--- config.mk ---
export PLATFORM = sky130hd
export DESIGN_NAME = reg_file_mp
export DESIGN_NICKNAME = d
export VERILOG_FILES = /design/src/rtl/reg_file_pkg.sv /design/src/rtl/reg_file_clr_seq.sv /design/src/rtl/reg_file_mp.sv
export SDC_FILE = /design/constraint.sdc
export NUM_CORES = 1
export LEC_CHECK = 0
export CAP_MARGIN = 20
export CELL_PAD_IN_SITES_DETAIL_PLACEMENT = 0
export CELL_PAD_IN_SITES_GLOBAL_PLACEMENT = 1
export CORE_UTILIZATION = 40
export CTS_CLUSTER_SIZE = 30
export DETAILED_ROUTE_END_ITERATION = 6
export GPL_TIMING_DRIVEN = 0
export PLACE_DENSITY_LB_ADDON = 0.3
export SLEW_MARGIN = 0
export SYNTH_ARGS = -nofsm -noshare
export SYNTH_HDL_FRONTEND = slang
export SYNTH_SLANG_ARGS = --single-unit
--- constraint.sdc ---
create_clock -name clk -period 1.95 [get_ports clk]
set_clock_uncertainty 0.2 [all_clocks]
set_input_delay 0.4875 -clock clk [delete_from_list [all_inputs] [get_ports clk]]
set_output_delay 0.4875 -clock clk [all_outputs]
set_load 0.02 [all_outputs]
--- src/rtl/reg_file_pkg.sv ---
// Shared types and default sizing for the multi-port register file.
package reg_file_pkg;

  typedef enum logic {
    IDLE  = 1'b0,
    CLEAR = 1'b1
  } clr_state_t;

  localparam int unsigned DW_DEF = 8;
  localparam int unsigned PW_DEF = 2;
  localparam int unsigned NR_DEF = 3;

endpackage

--- src/rtl/reg_file_clr_seq.sv ---
// Clear sequencer: walks every entry once, one per cycle, after clr_req.
// Owns the IDLE/CLEAR state and the entry counter. It drives the clear
// write port of the storage array.
module reg_file_clr_seq
  import reg_file_pkg::*;
#(
  parameter int unsigned PW = PW_DEF
) (
  input  logic          clk,
  input  logic          reset,
  input  logic          clr_req,
  output logic          clr_busy,
  output logic          clr_done,
  output logic          clr_we,
  output logic [PW-1:0] clr_addr
);

  clr_state_t    state_q, state_d;
  logic [PW-1:0] cnt_q, cnt_d;

  // Next-state: start on request in IDLE, step the counter, leave after the last entry
  always_comb begin
    state_d = state_q;
    cnt_d   = cnt_q;
    unique case (state_q)
      IDLE: begin
        if (clr_req) begin
          state_d = CLEAR;
          cnt_d   = '0;
        end
      end
      CLEAR: begin
        cnt_d = cnt_q + PW'(1);
        if (cnt_q == '1) begin
          state_d = IDLE;
        end
      end
      default: begin
        state_d = IDLE;
        cnt_d   = '0;
      end
    endcase
  end

  // State and counter registers with asynchronous reset
  always_ff @(posedge clk or posedge reset) begin
    if (reset) begin
      state_q <= IDLE;
      cnt_q   <= '0;
    end else begin
      state_q <= state_d;
      cnt_q   <= cnt_d;
    end
  end

  // Status and clear-port outputs decoded from state and counter
  always_comb begin
    clr_busy = (state_q == CLEAR);
    clr_done = (state_q == CLEAR) && (cnt_q == '1);
    clr_we   = (state_q == CLEAR);
    clr_addr = cnt_q;
  end

endmodule

--- src/rtl/reg_file_mp.sv ---
// Multi-port register file with a per-entry written scoreboard and a
// sequenced clear. It has combinational reads and one write port.
// Optional macro REG_FILE_BYPASS_EN forwards an IDLE write to matching
// read ports in the same cycle.
module reg_file_mp
  import reg_file_pkg::*;
#(
  parameter int unsigned DW = DW_DEF,
  parameter int unsigned PW = PW_DEF,
  parameter int unsigned NR = NR_DEF
) (
  input  logic             clk,
  input  logic             reset,
  input  logic             clr_req,
  output logic             clr_busy,
  output logic             clr_done,
  input  logic             wr_en,
  input  logic [PW-1:0]    wr_addr,
  input  logic [DW-1:0]    dat_in,
  output logic             wr_drop,
  input  logic [NR*PW-1:0] rd_addr,
  output logic [NR*DW-1:0] dat_out,
  output logic [NR-1:0]    rd_valid
);

  localparam int unsigned DEPTH = 2 ** PW;

  logic [DW-1:0]    mem_q [DEPTH];
  logic [DW-1:0]    mem_d [DEPTH];
  logic [DEPTH-1:0] valid_q, valid_d;

  logic          clr_we;
  logic [PW-1:0] clr_addr;

  reg_file_clr_seq #(
    .PW (PW)
  ) u_clr_seq (
    .clk      (clk),
    .reset    (reset),
    .clr_req  (clr_req),
    .clr_busy (clr_busy),
    .clr_done (clr_done),
    .clr_we   (clr_we),
    .clr_addr (clr_addr)
  );

  // Write arbitration: the clear walk owns the array; user writes are dropped while it runs
  always_comb begin
    mem_d   = mem_q;
    valid_d = valid_q;
    if (clr_we) begin
      mem_d[clr_addr]   = '0;
      valid_d[clr_addr] = 1'b0;
    end else if (wr_en) begin
      mem_d[wr_addr]   = dat_in;
      valid_d[wr_addr] = 1'b1;
    end
  end

  // A user write attempted during the clear walk is flagged and discarded
  always_comb begin
    wr_drop = clr_busy && wr_en;
  end

  // Storage and scoreboard, zeroed immediately by reset
  always_ff @(posedge clk or posedge reset) begin
    if (reset) begin
      mem_q   <= '{default: '0};
      valid_q <= '0;
    end else begin
      mem_q   <= mem_d;
      valid_q <= valid_d;
    end
  end

  // Read muxes, one per port, with optional same-cycle write forwarding
  always_comb begin
    dat_out  = '0;
    rd_valid = '0;
    for (int unsigned i = 0; i < NR; i++) begin
      dat_out[i*DW +: DW] = mem_q[rd_addr[i*PW +: PW]];
      rd_valid[i]         = valid_q[rd_addr[i*PW +: PW]];
`ifdef REG_FILE_BYPASS_EN
      if (wr_en && !clr_busy && (rd_addr[i*PW +: PW] == wr_addr)) begin
        dat_out[i*DW +: DW] = dat_in;
        rd_valid[i]         = 1'b1;
      end
`endif
    end
  end

endmodule
==> results of run 1 <==
-- synth_stat cells (all sizes together) --
master	instances
a21bo	4
a21boi	32
and2	2
buf	10
clkbuf	4
dfrtp	39
ha	5
inv	4
mux2	33
mux2i	1
mux4	27
nand2	5
nand4b	1
nand4bb	2
nor2	1
o31ai	1
or4b	1
-- layout by cell type (no fill, tap or decap), drive strengths merged --
cell            n
nand2           5
dfrtp          39
and2            2
nand4b          1
clkinvlp        1
nor2            1
or4b            1
clkinv          1
nand4bb         2
buf            55
clkbuf         10
mux2i           1
ha              5
inv             4
a21bo           4
mux2           33
a21boi         32
mux4           27
dlygate4sd2     4
o31ai           1
clkdlybuf4s50  10
-- final cells by class --
cell class	count	area (sq um)	share of cell area, %
plain buffers	14	134	4.01
clock buffers	6	72.6	2.17
clock inverters	2	12.5	0.374
inverters	4	15.0	0.449
multi-input cells	115	1460	43.5
flip-flops and latches	39	977	29.2
well taps	75	93.8	2.81
repair buffers	59	582	17.4
-- per-stage QoR --
stage               worst slack, ns  power (mW)  hold WS, ns  std cells  cell area [sq um]
global route                 -0.132        4.46        0.458        314               3340
finish                      -0.0986        4.22        0.450        314               3340
floorplan                   0.00990        2.61        0.374        172               2520
detailed placement           -0.682        3.36        0.428        290               3050
global placement             -0.679        3.33        0.412        290               3050
CTS                         -0.0992        4.09        0.446        304               3250
-- path summary, 6_finish.rpt --
path | slack (ns) | end | cells past startpoint | from
min in group asynchronous | 0.47 | valid_q[0] | 2 | reset
worst min register to register | 0.45 | u_clr_seq.clr_busy | 2 | u_clr_seq.clr_addr[0]
max in group asynchronous | 0.48 | u_clr_seq.clr_addr[0] | 2 | reset
worst min-delay path | 0.45 | u_clr_seq.clr_busy | 2 | u_clr_seq.clr_addr[0]
worst max register to register | 0.04 | mem_q[24] | 5 | u_clr_seq.clr_busy
worst max-delay path | -0.1 | dat_out[15] | 2 | mem_q[7]
-- worst min-delay path, delay by kind of cell, from the launching register on --
kind,cells,cell delay (ns)
multiplexers,1,0.07
adder cells (fa/ha/maj),1,0.16
flip-flops,1,0.38
-- sequential cells by signal, indices dropped and copies added, names as in the netlist --
name	cells
valid_q	4
u_clr_seq.clr_busy	1
mem_q	32
u_clr_seq.clr_addr	2
-- metal layers --
metal  share of wire, %  GRT usage [%]  wire length, um
met1                 45           27.2             2840
met2                 50           33.1             3160
met3                3.3           4.16              209
met4                1.8           8.39              112
met5                  0              0                0
-- where the power goes --
group / total, mW / leakage [nW] / switching (mW) / internal (mW)
sequential: 1.33 / 0.523 / 0.245 / 1.09
combinational: 2.32 / 0.972 / 1.00 / 1.32
clock: 0.557 / 0.0412 / 0.307 / 0.250
total: 4.22 / 1.54 / 1.55 / 2.66
-- cell families (layout without fill, tap and decap cells) --
logic type / after synthesis / count (layout) / share of synthesized area [%]
AND/OR/NAND/NOR: 12 / 12 / 3.18
flip-flops: 39 / 39 / 38.8
adder cells (fa/ha/maj): 5 / 5 / 2.49
buffers and inverters: 18 / 85 / 3.53
multiplexers: 61 / 61 / 40.5
AO/OA/AOI/OAI: 37 / 37 / 11.4
-- what timing repair did --
item | CTS | global route
buffers inserted | 6 | 10
pin swaps | 1 | 1
endpoints found under the setup margin | 46 | 30
gates resized for setup | 190 | 5
gates cloned | 0 | 0
==> impl_results.md, run 1 <==
* Kind of critical path: flop to output pin
* Average wire per standard cell at 20.1 um
* Failing checks: negative setup slack
* Pleak at 1.54 nW
* CTS tree: done
* Unique masters post-synth at 20
* CP max FO at 4
* Power per Cell Area at between 1000 and 1500 nW/um^2
* Routability cong. at between 0.7 and 0.8
* RSZ-0062 raised after global routing: yes
* Cells after synthesis at 172
* Seq/Total Area, Yosys at between 30% and 40%
* GRT overflow at 0
* Dpl hpwl at around 4000 um
* Ports at 50
* Status: finished, violations left
* Dominant cell type by area after synthesis: dfrtp_1
* Critical path capture point type: output pin
* Max-cap viol count at 0
* ANT nets after route at 0
* H-tree depth at 2
* Post-route minimum period at 2.05 ns
* Layout cells sized above 1 at 55.2%
* Final Net Count at 263
* Chip Width at 81.3 um
* Post-synth top area share at between 30% and 40%
* Hold buffer count at CTS at 0
* Fin crit share at 105%
* Worst endpoint required time at 1.26 ns
* Die area at about 6600 sq um
* Core Rows at 28
* Largest stage delay on the critical path at 0.50 ns
* Avg Inst Size Synth at 14.6 sq um
* # port buffers at 43
* Worst-path cell chain: mux4_2 > buf_6
* HP Class: flop to flop
* Bufs and invs on worst path at 1
* Largest cells by area after synthesis: dfrtp_1, mux4_2, mux2_2
* Core ar. at 5990 sq um
* Layout fillers at 529
* Clock Tree Buf Depth at 2
* CP Launch Type: flop
* Setup-failing EPs final at 27
* Register bit total from synthesis at 39
* Fin. Hold Viols at 0
* Largest net degree at the start of global routing at 40
* CTS Buf Count at 5
* Layout area overhead at 32.9%
* Final core utilization at 55.8%
* Peak Freq at 488 MHz
* CP max stage cell: mux4_2
* Total GRT Usage at 20.6%
* Via density at 5.61
* Die height at just over 80 um
* Yosys warns at 0
* Final Max Slew Viols at 0
* Final WS setup at -0.0986 ns
* CP top delay family: multiplexers
* Initial antenna violation count at 0
* DRC at 0
* Setup Total Neg Slack at -2.23 ns
* TritonCTS Sinks at 39
* N_diodes at 0
* Synthesized area at 2510 sq um
* First-pass GRT wire length at approximately 9400 um
* CTS root buffer: clkbuf_8
* Post-Route WL at 6320 um
* Worst skew pair latency at 0.30 ns
* CP arrival at between 1 and 1.5 ns
* Clock-pin slew on the worst setup and hold paths at 0.08 ns
* Starting Density at 42.0%
* Worst-Margin Slew at ~0.85 ns
* Relative slew slack at 43.5%
* Syn Nets at 197
* Maximum VDD drop at roughly 0.6 mV
* DR pass1 iterations at 4
* Vias at 1761
* Number of global-route vias before repair at 1709
* Iteration-0 DRC Markers at 93
No activity file was read; power rests on OpenSTA's default activity.
==> run 2: changes to the inputs <==
--- a/config.mk
+++ b/config.mk
@@ -7,2 +7,3 @@
 export LEC_CHECK = 0
+export ABC_CLOCK_PERIOD_IN_PS = 1950
 export CAP_MARGIN = 20
@@ -11,3 +12,2 @@
 export CORE_UTILIZATION = 40
-export CTS_CLUSTER_SIZE = 30
 export DETAILED_ROUTE_END_ITERATION = 6
==> constraint.sdc (replaced) <==
create_clock -name clk -period 1.95 [get_ports clk]
set_clock_uncertainty 0.2 [all_clocks]
set_input_delay 0.39 -clock clk [delete_from_list [all_inputs] [get_ports clk]]
set_output_delay 0.39 -clock clk [all_outputs]
set_load 0.02 [all_outputs]
==> run 2 against run 1 <==
Effect of this change:
- via count shrank 2.2%
- setup slack gained 0.11 ns
- routed wire length shrank 3.5%
- sequential share of layout area grew 1.0 points
- total power shrank 2.0%
- critical path type unchanged
- clock power grew 25%
- sequential cell count is the same
- cell count shrank 4.1%
- cell area shrank 3.6%
- non-clock buffer count shrank 13
- the flow now finishes without violations
- sequential power is essentially flat
==> impl_results.md, run 2 (synthesized netlist as in run 1, its figures left out) <==
* Worst-Margin Slew at 0.824 ns (-0.0229 ns)
* Core ar. at 5990 sq um (unchanged)
* Hold_ws at 0.381 ns (-0.0697 ns)
* Relative slew slack at 45.0% (+1.5 points)
* Largest reg by FF count: mem_q
* Layout area overhead at 28.2%
* H-tree depth at 2 (unchanged)
* Core Rows at 28 (unchanged)
* ANT nets after route at 0 (unchanged)
* Worst skew pair latency at 0.28 ns (-0.02 ns)
* Post-Route WL at 6100 um (-3.5%)
* CTS root buffer: clkbuf_8
* N_diodes at 0 (unchanged)
* Clock Tree Buf Depth at 2 (unchanged)
* Worst endpoint required time at 1.36 ns (+0.10 ns)
* CP startpoint: mem_q[5]
* Fin crit share at 99.6% (-5.4 points)
* Worst reg2reg startpoint: u_clr_seq.clr_busy
* Hold buffer count at CTS at 0 (unchanged)
* CP max FO at 4 (unchanged)
* Clock-pin slew on the worst setup and hold paths at 0.08 ns (about the same)
* Via density at 5.72 (+2.1%)
* Ports at 50 (unchanged)
* CP arrival at 1.35 ns (about the same)
* Iteration-0 DRC Markers at 64 (-31%)
* Dpl hpwl at 4020 um (+0.96%)
* Total GRT Usage at 21.0% (+0.38 points)
* Fin. Hold Viols at 0 (unchanged)
* Initial antenna violation count at 0 (unchanged)
* Pleak at 1.47 nW (-4.5%)
* Final core utilization at 53.8% (-2.0 points)
* Most common cell after layout, fill and taps aside: dfrtp_1
* HP Class: primary input to asynchronous set/reset pin
* Chip Width at 81.3 um (unchanged)
* DRC at 0 (unchanged)
* Worst flop-to-flop path endpoint: mem_q[24]
* Kind of critical path: flop to output pin
* Post-route minimum period at 1.94 ns (-0.106 ns)
* CTS Buf Count at 5 (unchanged)
* Number of global-route vias before repair at 1771 (+3.6%)
* Die area at 6610 sq um (unchanged)
* Inst Count DP at 290 (unchanged)
* Setup-failing EPs final at 0 (-100%)
* # port buffers at 43 (unchanged)
* TritonCTS Sinks at 39 (unchanged)
* CTS tree: done
* Final Max Slew Viols at 0 (unchanged)
* CP Launch Type: flop
* GRT overflow at 0 (unchanged)
* Layout cells sized above 1 at 51.8% (-3.5 points)
* Max reg flops at 32 (unchanged)
* DR pass1 iterations at 4 (unchanged)
* Starting Density at 42.0% (unchanged)
* Peak Freq at 515 MHz (+5.5%)
* Worst reg2reg setup slack at 0.14 ns (+0.10 ns)
* Cell depth of the worst flop-to-flop path at 4 (-1)
* Max-cap viol count at 0 (unchanged)
* Largest net degree at the start of global routing at 40 (unchanged)
* Final Net Count at 250 (-4.9%)
* Status: finished, final reports clean
* First-pass GRT wire length at 9670 um (+2.7%)
* Critical path capture point type: output pin
* Maximum VDD drop at 0.606 mV (+1.6%)
* Cell Count, Final, Fillers Out at 301 (-4.1%)
* Vias at 1723 (-2.2%)
* Power per Cell Area at 1280 nW/um^2 (+1.6%)
* Commonest cells after routing, fill and taps aside: dfrtp_1, a21boi_0, buf_6, mux4_2, mux2_2
* Layout fillers at 530 (+0.19%)
* Average wire per standard cell at 20.3 um (+0.69%)
* RSZ-0062 raised after global routing: yes
* Die height at 81.3 um (unchanged)
* Routability cong. at 0.748 (+5.6%)
==> run 2: cell count changes in the layout (fill, tap and decap cells not counted), moves of 2 or more <==
cell	delta
buf_6	-2
buf_8	-2
clkdlybuf4s50_1	+3
buf_2	+2
clkbuf_8	+2
and2_4	-2
dlygate4sd2_1	-3
and2_1	+2
buf_4	-10
==> run 2: per-layer routing <==
metal  track usage [%]  vias to the layer above  share of wire, %
met3              5.73                       12               5.4
met2              33.5                       62                50
met1              27.3                      866                43
met5                 0                        -                 0
met4              7.68                        0               2.3
li1                  -                      783                 -
==> run 2: timing repair <==
action | 4_1_cts | 5_1_grt
setup buffers | 1 | 2
cloned | 0 | 0
gates resized for setup | 138 | 42
setup endpoints to repair | 29 | 35
pin swaps | 0 | 1
==> run 2: metrics by stage <==
step | TNS [ns] | power, mW | instance area (sq um) | worst slack, ns
6_report | 0 | 4.13 | 3220 | 0.00755
2_1_floorplan | 0 | 2.60 | 2510 | 0.0987
4_1_cts | -0.0126 | 3.96 | 3080 | -0.0116
3_3_place_gp | -38.86 | 3.33 | 3040 | -0.516
3_5_place_dp | -19.13 | 3.37 | 3040 | -0.526
5_1_grt | -0.501 | 4.41 | 3220 | -0.0434
==> run 2: worst max-delay path by stage <==
stage / depth (start not counted) / to / slack [ns]
2_1_floorplan: 4 / mem_q[24] / 0.1
3_3_place_gp: 2 / mem_q[8] / -0.52
3_5_place_dp: 3 / dat_out[1] / -0.53
4_1_cts: 2 / dat_out[1] / -0.01
5_1_grt: 2 / dat_out[15] / -0.04
6_report: 2 / dat_out[21] / 0.008
==> run 2: area by class of cell <==
class | count | area [sq um] | area share, %
tap | 75 | 93.8 | 2.91
clock buffer | 6 | 82.6 | 2.56
sequential | 39 | 976 | 30.3
inverter | 4 | 15.0 | 0.466
buffer | 14 | 95.1 | 2.95
timing repair buffer | 46 | 475 | 14.8
clock inverter | 2 | 35.0 | 1.09
multi-input combinational | 115 | 1450 | 45.0
==> run 2: power breakdown <==
| part | internal [mW] | switching, mW |
|---|---|---|
| Clock | 0.414 | 0.281 |
| Combinational | 1.15 | 0.950 |
| Sequential | 1.09 | 0.249 |
| Total | 2.65 | 1.48 |
==> run 2: critical path, cell delays in order (launching register included) <==
cell	delay (ns)
dfrtp_1	0.41
mux4_2	0.51
buf_6	0.15
==> run 3: changes to the inputs <==
- GPL_ROUTABILITY_DRIVEN: not set -> 0
==> results of run 3 <==
Final layout, timing and power as in run 2 (identical DEF).
